<file path="src/rtl/cordic_table_loader.sv">
// cordic_table_loader: packs host words into CORDIC table entries and writes them
// out one entry at a time. A burst ends with an XOR checksum word. The checksum
// word is never written to the table; it only sets or clears err.
module cordic_table_loader #(
  parameter int DATA_W = 16,
  parameter int WPE    = 3,
  parameter int IDX_W  = 6,
  parameter int DEPTH  = 64
) (
  input  logic                    clk,
  input  logic                    reset,
  input  logic                    start,
  input  logic [IDX_W-1:0]        base_idx,
  input  logic [IDX_W:0]          num_entries,
  input  logic                    s_valid,
  input  logic [DATA_W-1:0]       s_data,
  output logic                    s_ready,
  output logic                    wen,
  output logic [IDX_W-1:0]        index_wri,
  output logic [DATA_W*WPE-1:0]   D,
  output logic                    busy,
  output logic                    done,
  output logic                    err
);

  localparam int ENTRY_W = DATA_W * WPE;
  localparam int WCNT_W  = (WPE > 1) ? $clog2(WPE) : 1;

  typedef enum logic [2:0] {
    S_IDLE,
    S_COLLECT,
    S_WRITE,
    S_CHECK,
    S_DONE
  } state_t;

  state_t              state_q, state_d;
  logic [IDX_W-1:0]    base_q, base_d;
  logic [IDX_W:0]      num_q, num_d;
  logic [IDX_W:0]      entry_cnt_q, entry_cnt_d;
  logic [WCNT_W-1:0]   word_cnt_q, word_cnt_d;
  logic [DATA_W-1:0]   chk_q, chk_d;
  logic [ENTRY_W-1:0]  asm_q, asm_d;

  logic                s_ready_q, s_ready_d;
  logic                wen_q, wen_d;
  logic [IDX_W-1:0]    index_q, index_d;
  logic [ENTRY_W-1:0]  data_q, data_d;
  logic                busy_q, busy_d;
  logic                done_q, done_d;
  logic                err_q, err_d;

  logic                xfer;
  logic                num_legal;
  logic                last_word;
  logic                more_entries;

  // A word moves only when the host offers it and we advertised ready.
  assign xfer         = s_valid && s_ready_q;
  assign num_legal    = (num_entries != '0) && (num_entries <= (IDX_W+1)'(DEPTH));
  assign last_word    = (word_cnt_q == WCNT_W'(WPE - 1));
  assign more_entries = ((entry_cnt_q + (IDX_W+1)'(1)) != num_q);

  // Next-state and next-output logic; every output is registered from its _d value.
  always_comb begin
    state_d     = state_q;
    base_d      = base_q;
    num_d       = num_q;
    entry_cnt_d = entry_cnt_q;
    word_cnt_d  = word_cnt_q;
    chk_d       = chk_q;
    asm_d       = asm_q;
    index_d     = index_q;
    data_d      = data_q;
    err_d       = err_q;
    done_d      = 1'b0;

    case (state_q)
      S_IDLE: begin
        if (start) begin
          if (num_legal) begin
            base_d      = base_idx;
            num_d       = num_entries;
            entry_cnt_d = '0;
            word_cnt_d  = '0;
            chk_d       = '0;
            err_d       = 1'b0;
            state_d     = S_COLLECT;
          end else begin
            // Bad length: flag it immediately and never touch the table.
            done_d = 1'b1;
            err_d  = 1'b1;
          end
        end
      end

      S_COLLECT: begin
        if (xfer) begin
          // Most significant word arrives first.
          asm_d[(WPE - 1 - int'(word_cnt_q)) * DATA_W +: DATA_W] = s_data;
          chk_d = chk_q ^ s_data;
          if (last_word) begin
            word_cnt_d = '0;
            index_d    = base_q + entry_cnt_q[IDX_W-1:0];
            data_d     = asm_d;
            state_d    = S_WRITE;
          end else begin
            word_cnt_d = word_cnt_q + WCNT_W'(1);
          end
        end
      end

      S_WRITE: begin
        entry_cnt_d = entry_cnt_q + (IDX_W+1)'(1);
        state_d     = more_entries ? S_COLLECT : S_CHECK;
      end

      S_CHECK: begin
        if (xfer) begin
          err_d   = (s_data != chk_q);
          state_d = S_DONE;
        end
      end

      S_DONE: begin
        state_d = S_IDLE;
      end

      default: begin
        state_d = S_IDLE;
      end
    endcase

    // Handshake and status outputs follow the state being entered.
    wen_d     = (state_d == S_WRITE);
    s_ready_d = (state_d == S_COLLECT) || (state_d == S_CHECK);
    busy_d    = (state_d == S_COLLECT) || (state_d == S_WRITE) || (state_d == S_CHECK);
    done_d    = done_d || (state_d == S_DONE);
  end

  // State and output registers with synchronous reset.
  always_ff @(posedge clk) begin
    if (reset) begin
      state_q     <= S_IDLE;
      base_q      <= '0;
      num_q       <= '0;
      entry_cnt_q <= '0;
      word_cnt_q  <= '0;
      chk_q       <= '0;
      asm_q       <= '0;
      s_ready_q   <= 1'b0;
      wen_q       <= 1'b0;
      index_q     <= '0;
      data_q      <= '0;
      busy_q      <= 1'b0;
      done_q      <= 1'b0;
      err_q       <= 1'b0;
    end else begin
      state_q     <= state_d;
      base_q      <= base_d;
      num_q       <= num_d;
      entry_cnt_q <= entry_cnt_d;
      word_cnt_q  <= word_cnt_d;
      chk_q       <= chk_d;
      asm_q       <= asm_d;
      s_ready_q   <= s_ready_d;
      wen_q       <= wen_d;
      index_q     <= index_d;
      data_q      <= data_d;
      busy_q      <= busy_d;
      done_q      <= done_d;
      err_q       <= err_d;
    end
  end

  assign s_ready   = s_ready_q;
  assign wen       = wen_q;
  assign index_wri = index_q;
  assign D         = data_q;
  assign busy      = busy_q;
  assign done      = done_q;
  assign err       = err_q;

endmodule

</file>
<file path="config.mk">
export PLATFORM = sky130hd
export DESIGN_NAME = cordic_table_loader
export DESIGN_NICKNAME = d
export VERILOG_FILES = /design/src/rtl/cordic_table_loader.sv
export SDC_FILE = /design/constraint.sdc
export NUM_CORES = 1
export LEC_CHECK = 0
export CORE_MARGIN = 1
export CORE_UTILIZATION = 41
export CTS_BUF_LIST = sky130_fd_sc_hd__clkbuf_4
export DETAILED_ROUTE_END_ITERATION = 16
export GPL_TIMING_DRIVEN = 0
export PLACE_DENSITY = 0.65
export SETUP_SLACK_MARGIN = 0.1
export SYNTH_ARGS = -nofsm -noshare
export SYNTH_HDL_FRONTEND = slang
export SYNTH_SLANG_ARGS = --single-unit
</file>
<file path="constraint.sdc">
create_clock -name clk -period 3.29 [get_ports clk]
set_clock_uncertainty 0.05 [all_clocks]
set_input_delay 0.329 -clock clk [delete_from_list [all_inputs] [get_ports clk]]
set_output_delay 0.329 -clock clk [all_outputs]
set_load 0.02 [all_outputs]
</file>
# Word-level counts from Yosys, hierarchy flattened
# Cells that the tools add are included.
dict set report classes {
  shift 2
  n_mux 26
  n_eq_ne 14
  n_addsub 5
  n_lt_le_gt_ge 1
  n_bitwise 1
  reduce_logical 17
}
# cell n
set op_table {}
lappend op_table {{bitwise mux 48 bit} 1}
lappend op_table {{2-to-1 mux 16 bit} 3}
lappend op_table {{variable shift 16 x 33 -> 48 bit (first input constant)} 1}
lappend op_table {{variable part select 16 x 33 -> 48 bit} 1}
lappend op_table {{negation 7 -> 33 bit} 1}
lappend op_table {{case mux 16 bit (2 select lines)} 1}
lappend op_table {{inequality test 16 bit} 1}
lappend op_table {{XOR 16 bit} 1}
lappend op_table {{2-to-1 mux 3 bit} 5}
lappend op_table {{2-to-1 mux 7 bit} 2}
lappend op_table {{case mux 7 bit (2 select lines)} 1}
lappend op_table {{== test 3 x 2 -> 1 bit (second input constant)} 4}
lappend op_table {{case mux 3 bit (4 select lines)} 1}
lappend op_table {{AND reduction 3 bit} 4}
lappend op_table {{2-to-1 mux 2 bit} 5}
lappend op_table {{inequality test 2 bit (second input constant)} 4}
lappend op_table {{adder 7 x 1 -> 7 bit (second input constant)} 1}
lappend op_table {{less-or-equal comparator 7 bit (second input constant)} 1}
lappend op_table {{inequality test 7 bit} 1}
lappend op_table {{nonzero test 7 bit} 1}
lappend op_table {{adder 6 bit} 1}
lappend op_table {{== test 3 x 1 -> 1 bit (second input constant)} 2}
lappend op_table {{nonzero test 2 bit} 3}
lappend op_table {{2-to-1 mux 1 bit} 5}
lappend op_table {{11 further kinds} 15}
dict set report word_totals {
  in_bits 33
  elab_cells 80
  ff_bits 148
}

# Depth between registers and ports, before layout
dict set report depth {
  depth_word 8
  depth_mapped 10
  mapped_depth_nobuf 8
}

# Worst setup path before layout
# Ideal clock, no wire load.
dict set report synth_path {
  path_type {register to register}
  start {reg word_cnt_q[0]}
  end {reg data_q[37], in the netlist D[37]}
  arrival_ps 1841
  t_required_ps 3154
  period_less_slack_ps 1976
  path_buffers 1
  path_stages_with_launch 7
  slack_ps 1314
  cell_sequence {dfxtp_1 inv_1 ha_1 nor3_1 buf_2 a32oi_1 a211oi_1}
}
dict set report synth_between {
  elab_chain_len 4
}
# element line_no
set synth_lines {}
lappend synth_lines {{from (decl)} 41} ;# logic [WCNT_W-1:0] word_cnt_q, word_cnt_d;
lappend synth_lines {{from (signal assigned)} 163} ;# word_cnt_q <= word_cnt_d;
lappend synth_lines {{subtractor 2 x 2 -> 3 bit} 100} ;# asm_d[(WPE - 1 - int'(word_cnt_q)) * DATA_W +: DATA_W] = s_data;
lappend synth_lines {{negation 7 -> 33 bit} 100}
lappend synth_lines {{variable part select 16 x 33 -> 48 bit / variable shift 16 x 33 -> 48 bit (equally long branches)} 100}
lappend synth_lines {{bitwise mux 48 bit} 100}
lappend synth_lines {{to (signal assigned)} 169} ;# data_q <= data_d;
lappend synth_lines {{to (decl)} 48} ;# logic [ENTRY_W-1:0] data_q, data_d;
# Parallel ways exist; a longest one is shown, timed or not.
# A chain may end at the register's enable or synchronous reset.

# Worst setup path after layout
dict set report layout_path {
  start {reg word_cnt_q[0]}
  end {reg data_q[38], in the netlist D[38]}
}
# Same word-level chain as after synthesis.

==> results.md <==
* Status: finished clean
* Total Neg Setup Slack at 0 ns
* Port buffer count at 90
* FMAX at around 0.37 GHz
* TritonCTS clock tree: built
* WHS Path Cells at 3
* Residual DRC count at 0
* Type of origin of the critical path: flip-flop
* Yosys synthesis warning count at 0
* Total number of placement rows at 45
* Hold Vio Cnt, Final at 0
* Post-cts sizing count at 0
* Number of cells on the worst reg-to-reg path at 7
* Critical path fanouts, max at 10
* Terminus of the critical flop-to-flop path: D[38]$_SDFFE_PP0P_
* Via count of the first global-routing pass at a little under 6000
* Number of inserted diodes at 0
* Vias per inst at 5.83
* Number of antenna violations at the first check in global routing at 0
* GPL Wtd Cong at ~0.8
* Clock root buffer: sky130_fd_sc_hd__clkbuf_4
* Setup violations, final at 0
* Die width at ~130 um
* Top post-synthesis cells by area: sky130_fd_sc_hd__dfxtp_1, sky130_fd_sc_hd__a211oi_1, sky130_fd_sc_hd__nor2_1
* Minimum period implied by the final worst setup slack at around 2.7 ns
* Detailed-routed wire length on met3 at roughly 1.3 mm
* Number of unique standard cell types used by synthesis at ~60
* Part of the power in registers at 0.578
* Flip-flop and latch count after synthesis at roughly 150
* Hpwl dp at 14.1 mm
* DR WL met2 at approximately 8.9 mm
* Slew margin rel. at 0.393
* Core Util, Final at 0.516
* Maximum buffer depth of the clock tree at 2
* Detailed-route via count at slightly above 6000
* GRT Util Overall at 0.241
* Worst Hold Path EP: base_q[5]$_SDFFE_PP0P_
* Cell type with the highest aggregate area in the netlist: sky130_fd_sc_hd__dfxtp_1
* Total congestion overflow after global routing at 0
* WS Path Type: reg2reg
* Logic gate share of total power at 0.090
* Detailed Route WL at 19.4 mm
* Routed metal-1 wirelength at approximately 8.6 mm
* DIE AREA at about 16000 um2
* Net switching power at ~870 uW
* Global-route wire length before repair at just over 30 mm
* Top-level port count at 92
* Reg2Reg Launch Point: word_cnt_q[0]$_SDFFE_PP0P_
* Leakage power total at 2.48 nW
* Worst Setup End Kind: flip-flop
* Core outline area at about 15000 um2
* Crit path DAT at 3.12 ns
* Hold path startpoint: base_idx[5]
* Area growth from synthesis to layout at 21.7%
* Class of the worst hold path: in2reg
* Share of post-route cells with drive strength above 1 at 0.0748
* Clock sink total at 148
* Avg Synthesized Cell Area at between 9 and 10 um2
* Post-synth top flop: sky130_fd_sc_hd__dfxtp_1
* Transition time of the tightest slew-check pin at around 0.9 ns
* Power density normalized to cell area at 400 nW/um2
* Number of post-CTS setup repair buffers at 0
* Drt pass-1 iters at 5
* Setup repair after global routing missed its margin: false
* Syn nets at 755
* Netlist area before placement at 6510 um2
* Die extent in y at approximately 130 um
* Worst setup slack for register-to-register paths at about 0.6 ns
* Number of pins with negative max-slew slack in the final report at 0
* Switch share at 0.274
* Required time of the critical path at around 3.7 ns
* Slowest cell on the critical path: sky130_fd_sc_hd__nor3_1
* Maximum number of pins on one net before global-route repair at 17
* Number of nets with antenna violations after detailed routing at 0
* Power share of the clock group at 0.332
* Proportion of netlist area held by the largest area contributor at 0.455
* Number of enable-type register cells in the synthesized netlist at 0
* Cells after synthesis at slightly above 700
* Worst-path cell chain: inv_1, ha_1, clkinv_1, nor3_1, buf_2, a32oi_1, a211oi_1
* Routed len/inst at 18.7 um
* Clock input transition at the sequential cells of the worst setup and hold paths at about 0.12 ns
* Worst IR Drop VDD at between 200 and 300 uV
* Period utilization at 0.817
* DRC violation total after the first TritonRoute iteration at between 400 and 500
* Final nets at roughly 860
* Cell-internal power at between 2 and 2.5 mW
* Sequential-to-total area share from yosys stat at 0.455
* Delay contributed by the slowest stage of the critical path at between 0.7 and 0.8 ns
* Post-synth ARST share at 0
* Max-Cap Viols at 0
* Max Used Layer: met4
* Max H-tree Level at 4
* Starting utilization of the core area at 0.424
* Hold buffer count at cts at 0
* CTS buffer count at 17
* Clock latency reported for the late side of the worst-skew pair at about 0.57 ns
[synth_stat cells, drive strengths merged (2+ instances only)]
| library cell | instances |
|---|---|
| nand4 | 3 |
| buf | 26 |
| ha | 12 |
| nor2b | 3 |
| clkbuf | 38 |
| nand2b | 16 |
| inv | 7 |
| nand3b | 3 |
| xnor2 | 15 |
| a311oi | 21 |
| mux2i | 4 |
| nor2 | 120 |
| nor3b | 4 |
| xor2 | 13 |
| dfxtp | 148 |
| a211oi | 100 |
| nand3 | 8 |
| a32oi | 48 |
| nor4 | 4 |
| a31oi | 2 |
| and3 | 4 |
| o211ai | 3 |
| o21ai | 7 |
| nor3 | 7 |
| a21oi | 37 |
| nand2 | 31 |
[cell families (layout without fill, tap and decap cells)]
family / Yosys count / in the layout / synth area share
flip-flops: 148 / 148 / 0.455
AND/OR/NAND/NOR: 211 / 211 / 0.150
buffers and inverters: 72 / 192 / 0.0526
multiplexers: 5 / 5 / 0.00788
XOR/XNOR: 29 / 29 / 0.0411
AO/OA/AOI/OAI: 231 / 231 / 0.267
adder cells (fa/ha/maj): 13 / 13 / 0.0261
[placed cells by master, fill, tap and decap left out, types with 3 or more instances in the layout]
cell type,count
sky130_fd_sc_hd__xor2_1,13
sky130_fd_sc_hd__buf_4,4
sky130_fd_sc_hd__a32oi_1,48
sky130_fd_sc_hd__buf_2,14
sky130_fd_sc_hd__nor2_1,120
sky130_fd_sc_hd__a21oi_1,37
sky130_fd_sc_hd__buf_6,3
sky130_fd_sc_hd__buf_1,4
sky130_fd_sc_hd__a211oi_1,98
sky130_fd_sc_hd__nor3b_1,3
sky130_fd_sc_hd__nor2b_1,3
sky130_fd_sc_hd__nand2_1,30
sky130_fd_sc_hd__dfxtp_1,148
sky130_fd_sc_hd__a311oi_1,21
sky130_fd_sc_hd__nor3_1,7
sky130_fd_sc_hd__and3_1,4
sky130_fd_sc_hd__nor4_1,3
sky130_fd_sc_hd__clkbuf_1,37
sky130_fd_sc_hd__ha_1,12
sky130_fd_sc_hd__nand4_1,3
sky130_fd_sc_hd__mux2i_1,4
sky130_fd_sc_hd__nand2b_1,16
sky130_fd_sc_hd__o211ai_1,3
sky130_fd_sc_hd__inv_1,7
sky130_fd_sc_hd__clkinvlp_4,5
sky130_fd_sc_hd__o21ai_0,7
sky130_fd_sc_hd__nand3_1,8
sky130_fd_sc_hd__xnor2_1,15
sky130_fd_sc_hd__nand3b_1,3
sky130_fd_sc_hd__clkbuf_4,18
sky130_fd_sc_hd__clkinv_4,4
sky130_fd_sc_hd__clkdlybuf4s50_1,90
[sequential cells by signal, indices dropped and copies added (netlist names)]
register     flops
busy             1
index_wri        6
word_cnt_q       2
base_q           6
s_ready          1
asm_q           48
chk_q           16
err              1
num_q            7
state_q          3
entry_cnt_q      7
wen              1
D               48
done             1
[per-stage QoR]
step / worst slack (ns) / area, um2 / hold WS, ns / total power [mW] / cells
final: 0.601 / 7930 / 0.257 / 3.17 / 1040
after global routing: 0.407 / 7930 / 0.252 / 3.28 / 1040
after CTS: 0.623 / 7930 / 0.214 / 3.17 / 1040
after detailed placement: 0.657 / 7680 / 0.407 / 2.15 / 1010
after global placement: 0.788 / 7680 / 0.401 / 2.14 / 1010
after floorplan: 1.31 / 6510 / 0.387 / 2.02 / 709
[power by group through the flow]
stage          Clock [mW]  Combinational (mW)  Sequential, mW
2_1_floorplan           0               0.150            1.87
3_3_place_gp            0               0.272            1.87
3_5_place_dp            0               0.280            1.87
4_1_cts              1.06               0.281            1.83
5_1_grt              1.14               0.304            1.83
6_report             1.05               0.284            1.83
[worst max-delay path, delay by kind of cell, from the launching register on]
kind / cells / cell delay (ns)
and+or+nand+nor: 1 / 0.77
buffers and inverters: 3 / 0.75
AOI/OAI and AO/OA: 2 / 0.48
DFF: 1 / 0.38
adders and majority gates: 1 / 0.18
[worst max path at each step]
stage                               start                          end  slack, ns  cells past startpoint
2_1_floorplan  word_cnt_q[0]$_SDFFE_PP0P_           D[37]$_SDFFE_PP0P_       1.31                      6
4_1_cts        word_cnt_q[0]$_SDFFE_PP0P_           D[38]$_SDFFE_PP0P_       0.62                      7
6_report       word_cnt_q[0]$_SDFFE_PP0P_           D[38]$_SDFFE_PP0P_       0.60                      7
3_3_place_gp               num_entries[1]  entry_cnt_q[2]$_SDFFE_PP0P_       0.79                      6
5_1_grt        word_cnt_q[0]$_SDFFE_PP0P_       asm_q[41]$_SDFFE_PP0P_       0.41                      7
3_5_place_dp   word_cnt_q[0]$_SDFFE_PP0P_           D[39]$_SDFFE_PP0P_       0.66                      7
[area by class of cell]
cell class / count / area [um2]
plain buffers: 64 / 313
clock buffers: 18 / 135
clock inverters: 12 / 113
fillers: 1424 / 7440
inverters: 8 / 30.0
multi-input cells: 489 / 3210
flip-flops and latches: 148 / 2960
well taps: 211 / 264
repair buffers: 90 / 901
[layer usage]
| metal | global-route usage | vias up |
|---|---|---|
| met5 | 0 | - |
| met4 | 0.109 | 0 |
| met3 | 0.0442 | 38 |
| met2 | 0.371 | 236 |
| met1 | 0.328 | 2922 |
| li1 | - | 2863 |
No activity file was read; power rests on OpenSTA's default activity.
==> RTL change: new RTL, same settings <==
Re-encode `state_t` (5 states) as one-hot, 5 bits wide.
--- a/src/rtl/cordic_table_loader.sv
+++ b/src/rtl/cordic_table_loader.sv
@@ -26,12 +26,12 @@
   localparam int ENTRY_W = DATA_W * WPE;
   localparam int WCNT_W  = (WPE > 1) ? $clog2(WPE) : 1;
 
-  typedef enum logic [2:0] {
-    S_IDLE,
-    S_COLLECT,
-    S_WRITE,
-    S_CHECK,
-    S_DONE
+  typedef enum logic [4:0] {
+    S_IDLE    = 5'b00001,
+    S_COLLECT = 5'b00010,
+    S_WRITE   = 5'b00100,
+    S_CHECK   = 5'b01000,
+    S_DONE    = 5'b10000
   } state_t;
 
   state_t              state_q, state_d;
Check against the original RTL: no difference found for any inputs over 4 cycles, from zero or initial values and one cycle with reset high; so few cycles prove little.
==> RTL change against the unedited design <==
Sequential share of layout area is 1.1 points higher; worst setup slack lost 0.0089 ns; total power grew 1.6%; synthesized area is 1.9% lower; routed wire length decreased by 7.8%; final area decreased by 1.4%; sequential cell count is 2 higher.
==> RTL change: results (changes against the unedited design) <==
- Final HPWL DP: 13,000 um (-7.5%)
- Outcome: completed
- Synth cell count leaders: 150 x dfxtp_1, 88 x nor2_1, 65 x nand2_1
- Clk_lat worst skew: about 0.56 ns
- Drt initial violations: 429 (-11%)
- # nets final: 867 (+0.35%)
- Layout cells sized above 1: 0.0612 (-0.0136)
- H-tree Lvls: 4 (unchanged)
- IR Drop Worst-Case VDD: 0.000287 V (+11%)
- Total Routed Length: 17,900 um (-7.8%)
- TritonRoute pass-1 iters: 5 (unchanged)
- Dominant synthesized flop cell: dfxtp_1
- Distinct cell type count after synthesis: 56 (-8.2%)
- Worst Path Arrival: 3.14 ns (+0.02 ns)
- P per Cell Area: 412 nW/um^2 (+3.0%)
- Reg2Reg Depth: 7 (unchanged)
- Logic power comb: 0.210 mW (-26%)
- Cells after synthesis: 712 (+0.42%)
- Placed cell areas: 7540 sq um (-1.9%)
- Filler cells: 1,429 (+0.35%)
- Port Buffer Count: 91 (+1.1%)
- First-pass GRT wire length: 28,000 um (-7.5%)
- Syn_nets: 757 (+0.26%)
- Antenna Cells: 0 (unchanged)
- Vias in the first global route: 5,422 (-6.4%)
- P_leak: 2.62 nW (+5.5%)
- Pin count of the biggest net entering global routing: 17 (unchanged)
- Worst slack at placement: 0.315 ns (-0.342 ns)
- DR WL/cell: 17.6 um (-6.0%)
- Final Slew Violations: 0 (unchanged)
- Vias per cell: 5.62 (-3.5%)
- Share of the synthesized area in the top cell type: 0.470 (+0.0151)
- Clock Power Share: 0.363 (+0.031)
- CTS resizes: 0 (unchanged)
- Sequential share of the synthesized area: 0.470 (+0.0151)
- Switch Pwr: 0.780 mW (-10%)
- Gpl congestion: 0.858 (+4.1%)
- Synth top area cells: dfxtp_1 47%, a32oi_1 6.6%, a211oi_1 5.9%, nor2_1 5.2%, o21ai_1 3.8%
- Placed Cells: 991 (-1.9%)
- Rel. slew slack: 0.147 (-0.246)
- All-Layer GR Usage: 0.226 (-0.0150)
==> RTL change: changes by cell type after synthesis, sizes merged, moves of 8 or more <==
cell    unedited run  this run
mux2i              4        12
a311oi            21         2
a211oi           100        50
o21ai              7        72
inv                7        16
nand2             31        66
nor2             120        88
nand3b             3        13
nand2b            16         3
==> RTL change: worst paths after layout <==
path                  from        end  slack, ns
min            base_idx[3]  base_q[3]       0.33
max          word_cnt_q[0]       D[0]       0.59
min reg2reg          D[10]      D[10]       0.41
max reg2reg  word_cnt_q[0]       D[0]       0.59
==> RTL change: area by class of cell <==
cell class                 instances  area, sq um  share of cell area
tap                              188          235              0.0301
sequential                       150         3000               0.384
multi-input combinational        491         3050               0.390
clock buffer                      19          143              0.0183
buffer                            54          278              0.0355
clock inverter                    11          135              0.0173
inverter                          17         63.8             0.00817
timing repair buffer              91          911               0.117
==> RTL change: cells by family after synthesis <==
logic type                 synth area share
AOI/OAI and AO/OA                     0.238
and+or+nand+nor                       0.155
DFF                                   0.470
buffers and inverters                0.0535
xor gates and xnor gates             0.0397
muxes                                0.0188
adders and majority gates            0.0247
==> RTL change: critical path, cell delays in order (launching register included) <==
cell and delay, ns:
dfxtp_1 0.44, inv_1 0.12, ha_1 0.20, clkbuf_1 0.18, a31oi_1 0.93, clkbuf_1 0.49
nand2_1 0.12, o21ai_1 0.09
==> RTL change: routing by layer <==
| layer | global-route usage | vias up | wire (um) |
|---|---|---|---|
| li1 | - | 2800 | - |
| met1 | 0.290 | 2725 | 8040 |
| met2 | 0.368 | 194 | 8300 |
| met3 | 0.0498 | 24 | 1230 |
| met4 | 0.0896 | 0 | 354 |
| met5 | 0 | - | 0 |
